**src/rtl/sc_disp_pkg.sv**
```systemverilog
// Shared definitions for the output-port display back-end: FSM states,
// active-low gfedcba segment patterns and the BCD digit-correction helper.
package sc_disp_pkg;

    typedef enum logic [1:0] {
        ST_IDLE  = 2'd0,
        ST_SHIFT = 2'd1,
        ST_DONE  = 2'd2
    } disp_state_e;

    localparam logic [6:0] SEG_BLANK = 7'h7F;

    // Entry k is the pattern for decimal digit k (entry 0 sits in the LSBs).
    localparam logic [9:0][6:0] SEG_PATTERN = {
        7'h10, 7'h00, 7'h78, 7'h02, 7'h12,
        7'h19, 7'h30, 7'h24, 7'h79, 7'h40
    };

    // Double-dabble pre-shift correction: a nibble of 5..9 would carry past 9 after doubling.
    function automatic logic [3:0] bcd_adjust(input logic [3:0] nibble);
        return (nibble >= 4'd5) ? nibble + 4'd3 : nibble;
    endfunction

endpackage

```
**src/rtl/sc_seg7_decode.sv**
```systemverilog
// One seven-segment digit: BCD digit plus blank request to active-low gfedcba.
// Non-decimal codes are shown blank rather than as garbage.
module sc_seg7_decode
    import sc_disp_pkg::*;
(
    input  logic [3:0] digit_i,
    input  logic       blank_i,
    output logic [6:0] seg_o
);

    always_comb begin
        seg_o = SEG_BLANK;
        if (!blank_i && (digit_i <= 4'd9)) begin
            seg_o = SEG_PATTERN[digit_i];
        end
    end

endmodule

```
**src/rtl/sc_out_display.sv**
```systemverilog
// Drives seven-segment digits with the unsigned decimal value of a 32-bit word,
// re-running a one-bit-per-clock double-dabble conversion whenever the word changes.
module sc_out_display
    import sc_disp_pkg::*;
#(
    parameter int NUM_DIGITS = 6,
    parameter bit BLANK_LZ   = 1'b1
) (
    input  logic                    clock,
    input  logic                    reset,
    input  logic [31:0]             value_in,
    output logic [7*NUM_DIGITS-1:0] hex_out,
    output logic                    overflow,
    output logic                    busy,
    output logic                    update
);

    disp_state_e             state_q, state_d;
    logic [31:0]             last_q, last_d;
    logic                    pend_q, pend_d;
    logic [31:0]             sh_q, sh_d;
    logic [39:0]             bcd_q, bcd_d;
    logic [4:0]              cnt_q, cnt_d;
    logic [7*NUM_DIGITS-1:0] hex_q, hex_d;
    logic                    ovf_q, ovf_d;
    logic                    busy_q, busy_d;
    logic                    update_q, update_d;

    logic [39:0]             bcd_adj;
    logic                    ovf_now;
    logic [NUM_DIGITS-1:0]   blank_vec;
    logic [7*NUM_DIGITS-1:0] seg_dec;

    genvar gi;
    generate
        for (gi = 0; gi < 10; gi++) begin : g_adj
            assign bcd_adj[4*gi +: 4] = bcd_adjust(bcd_q[4*gi +: 4]);
        end
        for (gi = 0; gi < NUM_DIGITS; gi++) begin : g_digit
            sc_seg7_decode u_dec (
                .digit_i (bcd_q[4*gi +: 4]),
                .blank_i (blank_vec[gi]),
                .seg_o   (seg_dec[7*gi +: 7])
            );
        end
    endgenerate

    // Any nonzero BCD digit above the shown ones means the value does not fit.
    assign ovf_now = |(bcd_q >> (4*NUM_DIGITS));

    // Walk from the top digit down; a digit is blank while every digit above it was zero.
    always_comb begin
        logic zero_run;
        zero_run  = 1'b1;
        blank_vec = '0;
        for (int k = NUM_DIGITS - 1; k >= 0; k--) begin
            zero_run = zero_run && (bcd_q[4*k +: 4] == 4'd0);
            if (k > 0) begin
                blank_vec[k] = BLANK_LZ && zero_run && !ovf_now;
            end
        end
    end

    always_comb begin
        state_d  = state_q;
        last_d   = last_q;
        pend_d   = pend_q;
        sh_d     = sh_q;
        bcd_d    = bcd_q;
        cnt_d    = cnt_q;
        hex_d    = hex_q;
        ovf_d    = ovf_q;
        update_d = 1'b0;
        case (state_q)
            ST_IDLE: begin
                if (pend_q || (value_in != last_q)) begin
                    sh_d    = value_in;
                    last_d  = value_in;
                    bcd_d   = '0;
                    cnt_d   = '0;
                    pend_d  = 1'b0;
                    state_d = ST_SHIFT;
                end
            end
            ST_SHIFT: begin
                {bcd_d, sh_d} = {bcd_adj, sh_q} << 1;
                cnt_d         = cnt_q + 5'd1;
                if (cnt_q == 5'd31) begin
                    state_d = ST_DONE;
                end
            end
            ST_DONE: begin
                hex_d    = seg_dec;
                ovf_d    = ovf_now;
                update_d = 1'b1;
                state_d  = ST_IDLE;
            end
            default: state_d = ST_IDLE;
        endcase
        busy_d = (state_d != ST_IDLE);
    end

    always_ff @(posedge clock) begin
        if (reset) begin
            state_q  <= ST_IDLE;
            last_q   <= '0;
            pend_q   <= 1'b1;
            sh_q     <= '0;
            bcd_q    <= '0;
            cnt_q    <= '0;
            hex_q    <= {NUM_DIGITS{SEG_BLANK}};
            ovf_q    <= 1'b0;
            busy_q   <= 1'b0;
            update_q <= 1'b0;
        end else begin
            state_q  <= state_d;
            last_q   <= last_d;
            pend_q   <= pend_d;
            sh_q     <= sh_d;
            bcd_q    <= bcd_d;
            cnt_q    <= cnt_d;
            hex_q    <= hex_d;
            ovf_q    <= ovf_d;
            busy_q   <= busy_d;
            update_q <= update_d;
        end
    end

    assign hex_out  = hex_q;
    assign overflow = ovf_q;
    assign busy     = busy_q;
    assign update   = update_q;

endmodule

```
**config.mk**
```make
export PLATFORM = sky130hd
export DESIGN_NAME = sc_out_display
export DESIGN_NICKNAME = d
export VERILOG_FILES = /design/src/rtl/sc_disp_pkg.sv /design/src/rtl/sc_seg7_decode.sv /design/src/rtl/sc_out_display.sv
export SDC_FILE = /design/constraint.sdc
export NUM_CORES = 1
export LEC_CHECK = 0
export ABC_AREA = 1
export CORE_AREA = 2 2 154 126
export DETAILED_ROUTE_END_ITERATION = 10
export DIE_AREA = 0 0 156 128
export GPL_TIMING_DRIVEN = 0
export PLACE_DENSITY = 0.72
export SLEW_MARGIN = 0
export SYNTH_ARGS = -nofsm -noshare
export SYNTH_HDL_FRONTEND = slang
export SYNTH_HIERARCHICAL = 1
export SYNTH_SLANG_ARGS = --single-unit
```
**constraint.sdc**
```tcl
create_clock -name clock -period 1.8 [get_ports clock]
set_clock_uncertainty 0.2 [all_clocks]
set_input_delay 0.36 -clock clock [delete_from_list [all_inputs] [get_ports clock]]
set_output_delay 0.36 -clock clock [all_outputs]
set_load 0.02 [all_outputs]
```
==> impl_metrics.env, run 1 <==
export IMPL_grt_max_degree=17
export IMPL_clock_sinks=157
export IMPL_num_rows=45
export IMPL_drt_total_wl_um=27300
export IMPL_dieHeight_um=128
export IMPL_arrival_ns=2.33
export IMPL_rsz0062_at_grt="true"
export IMPL_n_antenna_cell=0
export IMPL_crit_start="last_q[27]$_SDFFE_PP0P_"
export IMPL_antenna_left=0
export IMPL_ir_drop_mv=0.748
export IMPL_fin_nets=1577
export IMPL_grt_pass1_wl_um=41200
export IMPL_critPathMaxFanout=8
export IMPL_avgViaCountPerCell=5.47
export IMPL_wl_per_cell_um=15.8
export IMPL_grt_pass1_vias=8592
export IMPL_slew_limit_headroom_pct=47.2
export IMPL_min_from="value_in[9]"
export IMPL_async_reset_ff_share_pct=0
export IMPL_synth_avg_cell_area_um2=6.77
export IMPL_cts_buffers_inserted=17
export IMPL_multi_input_area_um2=6400
export IMPL_max_cap_violations=0
export IMPL_finalPower_uw=8860
export IMPL_vias=9455
export IMPL_netlist_area_um2=9040
export IMPL_hp_class="input port to flop"
export IMPL_fp_coreArea_um2=18500
export IMPL_gp_congestion=0.835
export IMPL_drc=0
export IMPL_wl_met2_um=13400
export IMPL_finalCriticalPeriod_ns=2.22
export IMPL_timing_final_hold_violations=0
export IMPL_setup_worst_path_start_class="flop"
export IMPL_cp_required_ns=1.91
export IMPL_r2r_start="last_q[27]$_SDFFE_PP0P_"
export IMPL_final_cells=1729
export IMPL_yosys_top_cells_area="dfxtp_1 35%, nand2_1 15%, nand3_1 13%, ha_1 8.3%, a21oi_1 7.1%"
export IMPL_synth_common_cells="366 x nand2_1, 229 x nand3_1, 157 x dfxtp_1, 147 x inv_1, 129 x a21oi_1"
export IMPL_synth_warnings=6
export IMPL_initial_core_util_pct=48.8
export IMPL_worstMarginPinSlew_ns=0.792
export IMPL_met3_length_um=1420
export IMPL_synth_most_common_cell="nand2_1"
export IMPL_area_growth_pct=45.3
export IMPL_ys_seq_area_share_pct=34.8
export IMPL_synth_top_area_share_pct=34.8
export IMPL_synth_mux_area_share_pct=0
export IMPL_cts_tree="yes"
export IMPL_outcome="complete, but fails checks"
export IMPL_met1_length_um=11600
export IMPL_ff_latch_area_um2=3190
export IMPL_fillers=1369
export IMPL_synthesis_nets=1430
export IMPL_min_path_cells=3
export IMPL_power_leakage_uw=0.00531
export IMPL_finalSetupViolCount=146
export IMPL_portBuffers=78
export IMPL_antenna_found_initial=0
export IMPL_synthXorXnorAreaFrac_pct=1.55
export IMPL_clk_pin_slew_worst_paths_ns=0.06
export IMPL_cts_buffer_depth=2
export IMPL_yosys_area_share_simple_pct=33.0
export IMPL_grt_usage_pct=25.3
export IMPL_layout_drive_gt1_share_pct=33.0
export IMPL_synth_ff_type="dfxtp_1"
export IMPL_synth_seq_cells=157
export IMPL_maxSlewViolCount=0
export IMPL_violations="setup timing"
export IMPL_synth_adder_area_share_pct=8.30
export IMPL_h_tree_depth=4
export IMPL_fin_ws_ns=-0.419
export IMPL_dp_cells=1649
export IMPL_clock_fmax_mhz=451
export IMPL_synth_top_family_by_area="simple AND/OR/NAND/NOR gates"
export IMPL_place_hpwl_um=15400
export IMPL_synth_edf_count=0
export IMPL_path_class="flop to flop"
export IMPL_end_kind="flop"
export IMPL_synth_cell_types=33
export IMPL_fin_crit_sh_pct=123
export IMPL_synth_compound_area_share_pct=11.3
export IMPL_r2r_cells=13
export IMPL_die_x_um=156
export IMPL_cts_root_buffer="clkbuf_16"
export IMPL_routed_top_layer="met4"
export IMPL_timing_hold_ws_ns=0.0468
export IMPL_dr_pass1_iters=5
export IMPL_drt_iter0_markers=514
export IMPL_die_area_um2=20000
export IMPL_synthCells=1336
export IMPL_grt_overflow=0
export IMPL_power_density_nw_per_um2=675
export IMPL_synth_top_area_cell="dfxtp_1"
export IMPL_worstSkewPairLatency_ns=0.43
export IMPL_ios=79
[cell families after synthesis]
kind of cell / Yosys count
AOI/OAI and AO/OA: 199
xor gates and xnor gates: 16
adders and majority gates: 60
buffers and inverters: 230
DFF: 157
other: 1
and+or+nand+nor: 673
[sequential cells by signal, summed over array words and instances, names as in the netlist]
register / cells
busy: 1
update: 1
bcd_q: 40
pend_q: 1
sh_q: 32
cnt_q: 5
overflow: 1
last_q: 32
hex_out: 42
state_q: 2
[critical path: stages, from the launching register on]
cell and delay (ns):
dfxtp_1 0.32, nand2_1 0.08, o21ai_0 0.09, nor2_1 0.15
nand3_1 0.15, nor2_2 0.15, nand3_1 0.10, nand2_2 0.11
buf_8 0.14, buf_12 0.12, nand2_8 0.11, buf_8 0.18
nand2_1 0.13, a21oi_1 0.07
[stage by stage]
stage                     setup slack (ns)  util, %  instance area, µm²  setup TNS (ns)
after CTS                           -0.328     65.9               12200          -31.99
after floorplan                     -0.104        -                9080          -0.949
after detailed placement            -0.846     54.8               10200         -102.84
after global routing                -0.557     70.9               13100          -60.24
after global placement              -0.819     54.8               10200         -102.06
final                               -0.419     70.9               13100          -46.95
[layout make-up]
cell class,count,area share (%)
Clock buffer,23,3.64
Inverter,162,4.96
Buffer,60,3.36
Sequential cell,157,24.3
Timing Repair inverter,1,0.124
Multi-Input combinational cell,949,48.7
Tap cell,235,2.24
Timing Repair Buffer,135,11.8
Clock inverter,7,0.857
[per-layer routing]
layer  up-vias  track usage, %
met4         0            8.85
li1       4619               -
met2       337            43.3
met5         -               0
met3        93            4.33
met1      4406            32.5
[repair_timing]
action | CTS | global route
setup buffers | 39 | 17
pin swaps | 75 | 101
setup endpoints to repair | 201 | 153
hold buffers | 0 | 0
resized for setup | 331 | 290
cloned | 16 | 1
[cells in the final DEF, fill, tap and decap left out, types with 29 or more instances in the layout]
cell	synthesis	final
nand2_1	366	273
nand3_1	229	157
dfxtp_1	157	128
inv_1	147	124
a21oi_2	0	103
dlygate4sd2_1	0	68
nand2_4	1	63
nand3_2	0	59
ha_1	60	59
o21ai_0	56	50
nand2_2	12	42
nor2_1	40	31
inv_2	13	29
[path summary, 6_finish.rpt]
kind,to,slack [ns]
setup reg to reg,state_q[0]$_SDFF_PP0_,-0.42
hold / removal,last_q[9]$_SDFFE_PP0P_,0.05
setup / recovery,state_q[0]$_SDFF_PP0_,-0.42
hold reg to reg,hex_out[5]$_SDFFE_PP1P_,0.25
[power breakdown]
group	leakage, µW	internal, µW	total, µW	switching [µW]
Sequential	0.00129	3590	3680	94.5
Combinational	0.00373	631	1500	869
Clock	0.000289	2270	3680	1410
Total	0.00531	6490	8860	2380
Note: power is estimated with default switching activity, not from simulation.
==> run 2, diff against run 1 <==
--- a/config.mk
+++ b/config.mk
@@ -11,6 +11,7 @@
 export DIE_AREA = 0 0 156 128
 export GPL_TIMING_DRIVEN = 0
 export PLACE_DENSITY = 0.72
+export SKIP_LAST_GASP = 1
 export SLEW_MARGIN = 0
 export SYNTH_ARGS = -nofsm -noshare
 export SYNTH_HDL_FRONTEND = slang
==> impl_metrics.env, run 2 (same netlist as run 1, synthesis figures left out) <==
export IMPL_outcome="complete, but fails checks"
export IMPL_violations="setup timing"
export IMPL_drt_total_wl_um=26600
export IMPL_die_area_um2=20000
export IMPL_grt_overflow=0
export IMPL_layout_drive_gt1_share_pct=31.5
export IMPL_antenna_found_initial=0
export IMPL_dr_pass1_iters=5
export IMPL_final_common_cell="nand2_1"
export IMPL_rsz0062_at_grt="true"
export IMPL_grt_max_degree=17
export IMPL_worstMarginPinSlew_ns=0.809
export IMPL_largest_reg_flops=42
export IMPL_ir_drop_mv=0.769
export IMPL_drt_iter0_markers=539
export IMPL_initial_core_util_pct=48.8
export IMPL_h_tree_depth=4
export IMPL_maxSlewViolCount=0
export IMPL_cts_buffers_inserted=17
export IMPL_grt_pass1_vias=8643
export IMPL_wl_per_cell_um=15.4
export IMPL_cts_root_buffer="clkbuf_16"
export IMPL_cp_required_ns=1.91
export IMPL_avgViaCountPerCell=5.43
export IMPL_finalSetupViolCount=141
export IMPL_arrival_ns=2.40
export IMPL_fin_nets=1571
export IMPL_finalCriticalPeriod_ns=2.29
export IMPL_portBuffers=78
export IMPL_cts_tree="yes"
export IMPL_grt_pass1_wl_um=41000
export IMPL_critPathMaxFanout=8
export IMPL_power_density_nw_per_um2=680
export IMPL_drc=0
export IMPL_reg2reg_slack_ns=-0.42
export IMPL_end_kind="flop"
export IMPL_crit_reg2reg_capture="state_q[0]$_SDFF_PP0_"
export IMPL_fillers=1414
export IMPL_timing_final_hold_violations=0
export IMPL_utilization_pct=69.9
export IMPL_fin_tns_setup_ns=-51.22
export IMPL_ios=79
export IMPL_whs_endpoint="last_q[9]$_SDFFE_PP0P_"
export IMPL_fp_coreArea_um2=18500
export IMPL_cts_buffer_depth=2
export IMPL_antenna_left=0
export IMPL_clk_pin_slew_worst_paths_ns=0.06
export IMPL_r2r_cells=14
export IMPL_gp_congestion=0.835
export IMPL_die_x_um=156
export IMPL_min_path_cells=3
export IMPL_dieHeight_um=128
export IMPL_path_class="input port to flop"
export IMPL_max_cap_violations=0
export IMPL_fin_ws_ns=-0.493
export IMPL_vias=9362
export IMPL_min_from="value_in[9]"
export IMPL_place_hpwl_um=15400
export IMPL_r2r_start="last_q[31]$_SDFFE_PP0P_"
export IMPL_worstSkewPairLatency_ns=0.43
export IMPL_n_antenna_cell=0
export IMPL_fin_crit_sh_pct=127
export IMPL_clock_fmax_mhz=436
export IMPL_layout_common_cells="278 x nand2_1, 163 x nand3_1, 131 x dfxtp_1"
export IMPL_area_growth_pct=43.3
export IMPL_setup_worst_path_start_class="input port"
export IMPL_hp_class="input port to flop"
export IMPL_num_rows=45
export IMPL_clock_sinks=157
export IMPL_final_cells=1723
export IMPL_dp_cells=1649
export IMPL_grt_usage_pct=25.2
export IMPL_slew_limit_headroom_pct=46.1
export IMPL_hold_buffers=0
export IMPL_power_leakage_uw=0.00524
[run 2: how the worst max path moves through the flow]
stage / from / end / slack (ns) / depth (start not counted)
detailed placement: reset / last_q[17]$_SDFFE_PP0P_ / -0.85 / 5
finish: value_in[31] / state_q[0]$_SDFF_PP0_ / -0.49 / 15
floorplan: bcd_q[35]$_SDFFE_PP0P_ / hex_out[12]$_SDFFE_PP1P_ / -0.10 / 12
global route: bcd_q[24]$_SDFFE_PP0P_ / hex_out[8]$_SDFFE_PP1P_ / -0.49 / 14
CTS: bcd_q[25]$_SDFFE_PP0P_ / hex_out[11]$_SDFFE_PP1P_ / -0.33 / 14
global placement: value_in[26] / last_q[21]$_SDFFE_PP0P_ / -0.82 / 13
[run 2: metal layers]
layer / track usage (%) / part of all wire [%]
met5: 0 / 0
met2: 42.6 / 48
met1: 31.6 / 42
met4: 10.8 / 3.4
met3: 4.80 / 5.8
[run 2: repair_timing]
| item | 4_1_cts | 5_1_grt |
|---|---|---|
| setup buffers | 39 | 8 |
| resized for setup | 312 | 271 |
| setup endpoints to repair | 201 | 153 |
| cloned | 16 | 1 |
| pin swaps | 75 | 107 |
[run 2: power breakdown]
| part | leakage, µW | switching [µW] | internal (µW) |
|---|---|---|---|
| sequential | 0.00129 | 89.5 | 3590 |
| clock | 0.000289 | 1410 | 2270 |
| combinational | 0.00366 | 848 | 607 |
| total | 0.00524 | 2350 | 6470 |
[run 2: cell type report]
cell class	instances	area, µm²	share of cell area (%)
clock buffer	23	478	3.69
timing repair buffer	128	1460	11.3
inverter	162	652	5.03
sequential	157	3180	24.6
timing repair inverter	1	16.3	0.126
multi-input combinational	949	6310	48.7
buffer	61	450	3.48
tap	235	294	2.27
clock inverter	7	113	0.869
[run 2: metrics by stage]
step	area (µm²)	setup WS [ns]	total power, µW	hold WS [ns]
5_1_grt	13000	-0.494	9110	0.0429
4_1_cts	12100	-0.328	8620	0.134
2_1_floorplan	9080	-0.104	4240	0.246
6_report	13000	-0.493	8810	0.0475
3_3_place_gp	10200	-0.819	4510	0.238
3_5_place_dp	10200	-0.846	4520	0.242
[run 2: critical path, stage by stage]
cell	delay, ns
clkdlybuf4s15_1	0.37
inv_1	0.12
nand2_1	0.09
nand2_1	0.07
nor3_2	0.21
nand2_1	0.09
nor2_2	0.11
nand3_1	0.11
nand2_2	0.12
buf_8	0.14
buf_12	0.12
nand2_8	0.11
buf_8	0.19
nand2_1	0.12
a21oi_1	0.06
==> run 3, diff against run 2 <==
--- a/config.mk
+++ b/config.mk
@@ -11,6 +11,7 @@
 export DIE_AREA = 0 0 156 128
 export GPL_TIMING_DRIVEN = 0
 export PLACE_DENSITY = 0.72
+export REMOVE_ABC_BUFFERS = 1
 export SKIP_LAST_GASP = 1
 export SLEW_MARGIN = 0
 export SYNTH_ARGS = -nofsm -noshare
==> constraint.sdc (replaced) <==
create_clock -name clock -period 1.88 [get_ports clock]
set_clock_uncertainty 0.2 [all_clocks]
set_input_delay 0.376 -clock clock [delete_from_list [all_inputs] [get_ports clock]]
set_output_delay 0.376 -clock clock [all_outputs]
set_load 0.02 [all_outputs]
==> impl_metrics.env, run 3 (same netlist as run 1, synthesis figures left out) <==
export IMPL_num_rows=45
export IMPL_cts_buffer_depth=2
export IMPL_worst_path_max_delay_cell="dfxtp_2"
export IMPL_gp_congestion=0.786
export IMPL_pwr_share_clk_pct=42.4
export IMPL_cp_required_ns=2.02
export IMPL_cts_root_buffer="clkbuf_16"
export IMPL_area_growth_pct=34.9
export IMPL_final_area_um2=12200
export IMPL_drt_total_wl_um=28000
export IMPL_n_antenna_cell=0
export IMPL_cp_num_buf_inv=4
export IMPL_rsz0062_at_grt="true"
export IMPL_ir_drop_mv=0.575
export IMPL_die_area_um2=20000
export IMPL_grt_pass1_vias=8845
export IMPL_dr_pass1_iters=7
export IMPL_grt_pass1_wl_um=44000
export IMPL_largest_reg_flops=42
export IMPL_p_sw_uw=2360
export IMPL_cts_buffers_inserted=17
export IMPL_clock_sinks=157
export IMPL_violations="setup timing"
export IMPL_crit_path_frequent_cell="nand2_2"
export IMPL_ios=79
export IMPL_finalCriticalPeriod_ns=2.26
export IMPL_hp_class="input port to flop"
export IMPL_antenna_found_initial=0
export IMPL_clock_fmax_mhz=443
export IMPL_reg2reg_slack_ns=-0.38
export IMPL_setup_worst_path_start_class="flop"
export IMPL_critPathMaxFanout=8
export IMPL_path_delay_family="simple AND/OR/NAND/NOR gates"
export IMPL_initial_core_util_pct=48.8
export IMPL_wl_per_cell_um=16.6
export IMPL_die_x_um=156
export IMPL_r2r_start="last_q[20]$_SDFFE_PP0P_"
export IMPL_power_density_nw_per_um2=685
export IMPL_fillers=1520
export IMPL_placed_cell_area_um2=9850
export IMPL_timing_final_hold_violations=0
export IMPL_fin_nets=1533
export IMPL_slew_limit_headroom_pct=37.8
export IMPL_avgViaCountPerCell=5.60
export IMPL_p_seq_share_pct=42.3
export IMPL_layout_common_cells="285 x nand2_1, 189 x nand3_1, 127 x inv_1"
export IMPL_drc=0
export IMPL_worstSkewPairLatency_ns=0.44
export IMPL_power_internal_uw=5990
export IMPL_h_tree_depth=4
export IMPL_vias=9445
export IMPL_cts_tree="yes"
export IMPL_path_cells="inv_1 -> nand2_1 -> nand2_2 -> nand2_2 -> nor2_2 -> nand2_2 -> nor2_4 -> nand3_4 -> nand2_8 -> buf_6 -> buf_12 -> buf_16 -> nand3_1 -> a21oi_1"
export IMPL_outcome="complete, but fails checks"
export IMPL_fin_ws_ns=-0.377
export IMPL_final_common_cell="nand2_1"
export IMPL_finalPower_uw=8350
export IMPL_min_from="value_in[22]"
export IMPL_layout_drive_gt1_share_pct=24.6
export IMPL_hold_buffers=0
export IMPL_grt_max_degree=89
export IMPL_arrival_ns=2.40
export IMPL_maxSlewViolCount=0
export IMPL_crit_start="last_q[20]$_SDFFE_PP0P_"
export IMPL_worstMarginPinSlew_ns=0.933
export IMPL_path_class="flop to flop"
export IMPL_fp_coreArea_um2=18500
export IMPL_max_cap_violations=0
export IMPL_r2r_cells=14
export IMPL_place_hpwl_um=12200
export IMPL_swShare_pct=28.3
export IMPL_clk_pin_slew_worst_paths_ns=0.07
export IMPL_grt_usage_pct=27.6
export IMPL_grt_overflow=0
export IMPL_whs_endpoint="last_q[22]$_SDFFE_PP0P_"
export IMPL_dieHeight_um=128
export IMPL_max_stage_delay_ns=0.34
export IMPL_crit_reg2reg_capture="sh_q[16]$_SDFFE_PP0P_"
export IMPL_end_kind="flop"
export IMPL_power_leakage_uw=0.00496
export IMPL_fin_crit_sh_pct=120
export IMPL_antenna_left=0
export IMPL_finalSetupViolCount=142
export IMPL_min_path_cells=3
export IMPL_portBuffers=78
export IMPL_drt_iter0_markers=1029
export IMPL_power_frac_comb_pct=15.4
-- run 3: area by class of cell --
type / count / area (µm²) / area share (%)
Clock inverter: 12 / 135 / 1.11
Multi-Input combinational cell: 961 / 5840 / 47.9
Timing Repair Buffer: 137 / 1580 / 12.9
Inverter: 162 / 658 / 5.40
Clock buffer: 20 / 457 / 3.74
Timing Repair inverter: 3 / 52.6 / 0.431
Sequential cell: 157 / 3190 / 26.1
Tap cell: 235 / 294 / 2.41
-- run 3: what timing repair did --
| action | 4_1_cts | 5_1_grt |
|---|---|---|
| setup endpoints to repair | 200 | 154 |
| pin swaps | 83 | 64 |
| gates resized for setup | 266 | 131 |
| buffers inserted | 38 | 14 |
| gates cloned | 28 | 3 |
-- run 3: power groups by stage --
stage          registers, µW  clock network, µW  logic, µW
2_1_floorplan           3560                  0        410
3_3_place_gp            3570                  0        668
3_5_place_dp            3570                  0        690
4_1_cts                 3520               3540       1190
5_1_grt                 3540               3690       1350
6_report                3530               3540       1280
-- run 3: worst max path at each step --
| stage | end | cells after the start |
|---|---|---|
| 2_1_floorplan | sh_q[11]$_SDFFE_PP0P_ | 6 |
| 3_3_place_gp | sh_q[11]$_SDFFE_PP0P_ | 6 |
| 3_5_place_dp | overflow$_SDFFE_PP0P_ | 5 |
| 4_1_cts | hex_out[12]$_SDFFE_PP1P_ | 12 |
| 5_1_grt | sh_q[12]$_SDFFE_PP0P_ | 14 |
| 6_report | sh_q[16]$_SDFFE_PP0P_ | 14 |
-- run 3: through the flow --
stage	util [%]	cells	hold slack, ns	setup TNS, ns	setup slack, ns
after detailed placement	53.2	1585	0.241	-186.03	-1.47
final	65.8	1687	0.106	-31.54	-0.377
after global placement	52.5	1581	0.237	-752.44	-5.52
after floorplan	-	1268	0.240	-335.62	-3.03
after global routing	65.8	1687	0.109	-41.68	-0.399
after CTS	64.3	1683	0.123	-15.39	-0.230
-- run 3: layer usage --
layer	routed length (µm)	track usage, %	vias to the layer above
met5	0	0	-
met4	1550	16.4	0
li1	-	-	4543
met3	1770	5.51	126
met2	13100	46.2	426
met1	11600	33.1	4350
-- run 3: worst register-to-register path, cell delays in order (launching register included) --
cell and delay [ns]:
dfxtp_2 0.34, inv_1 0.09, nand2_1 0.08, nand2_2 0.10, nand2_2 0.10, nor2_2 0.12, nand2_2 0.08, nor2_4 0.12
nand3_4 0.12, nand2_8 0.12, buf_6 0.12, buf_12 0.12, buf_16 0.14, nand3_1 0.07, a21oi_1 0.24
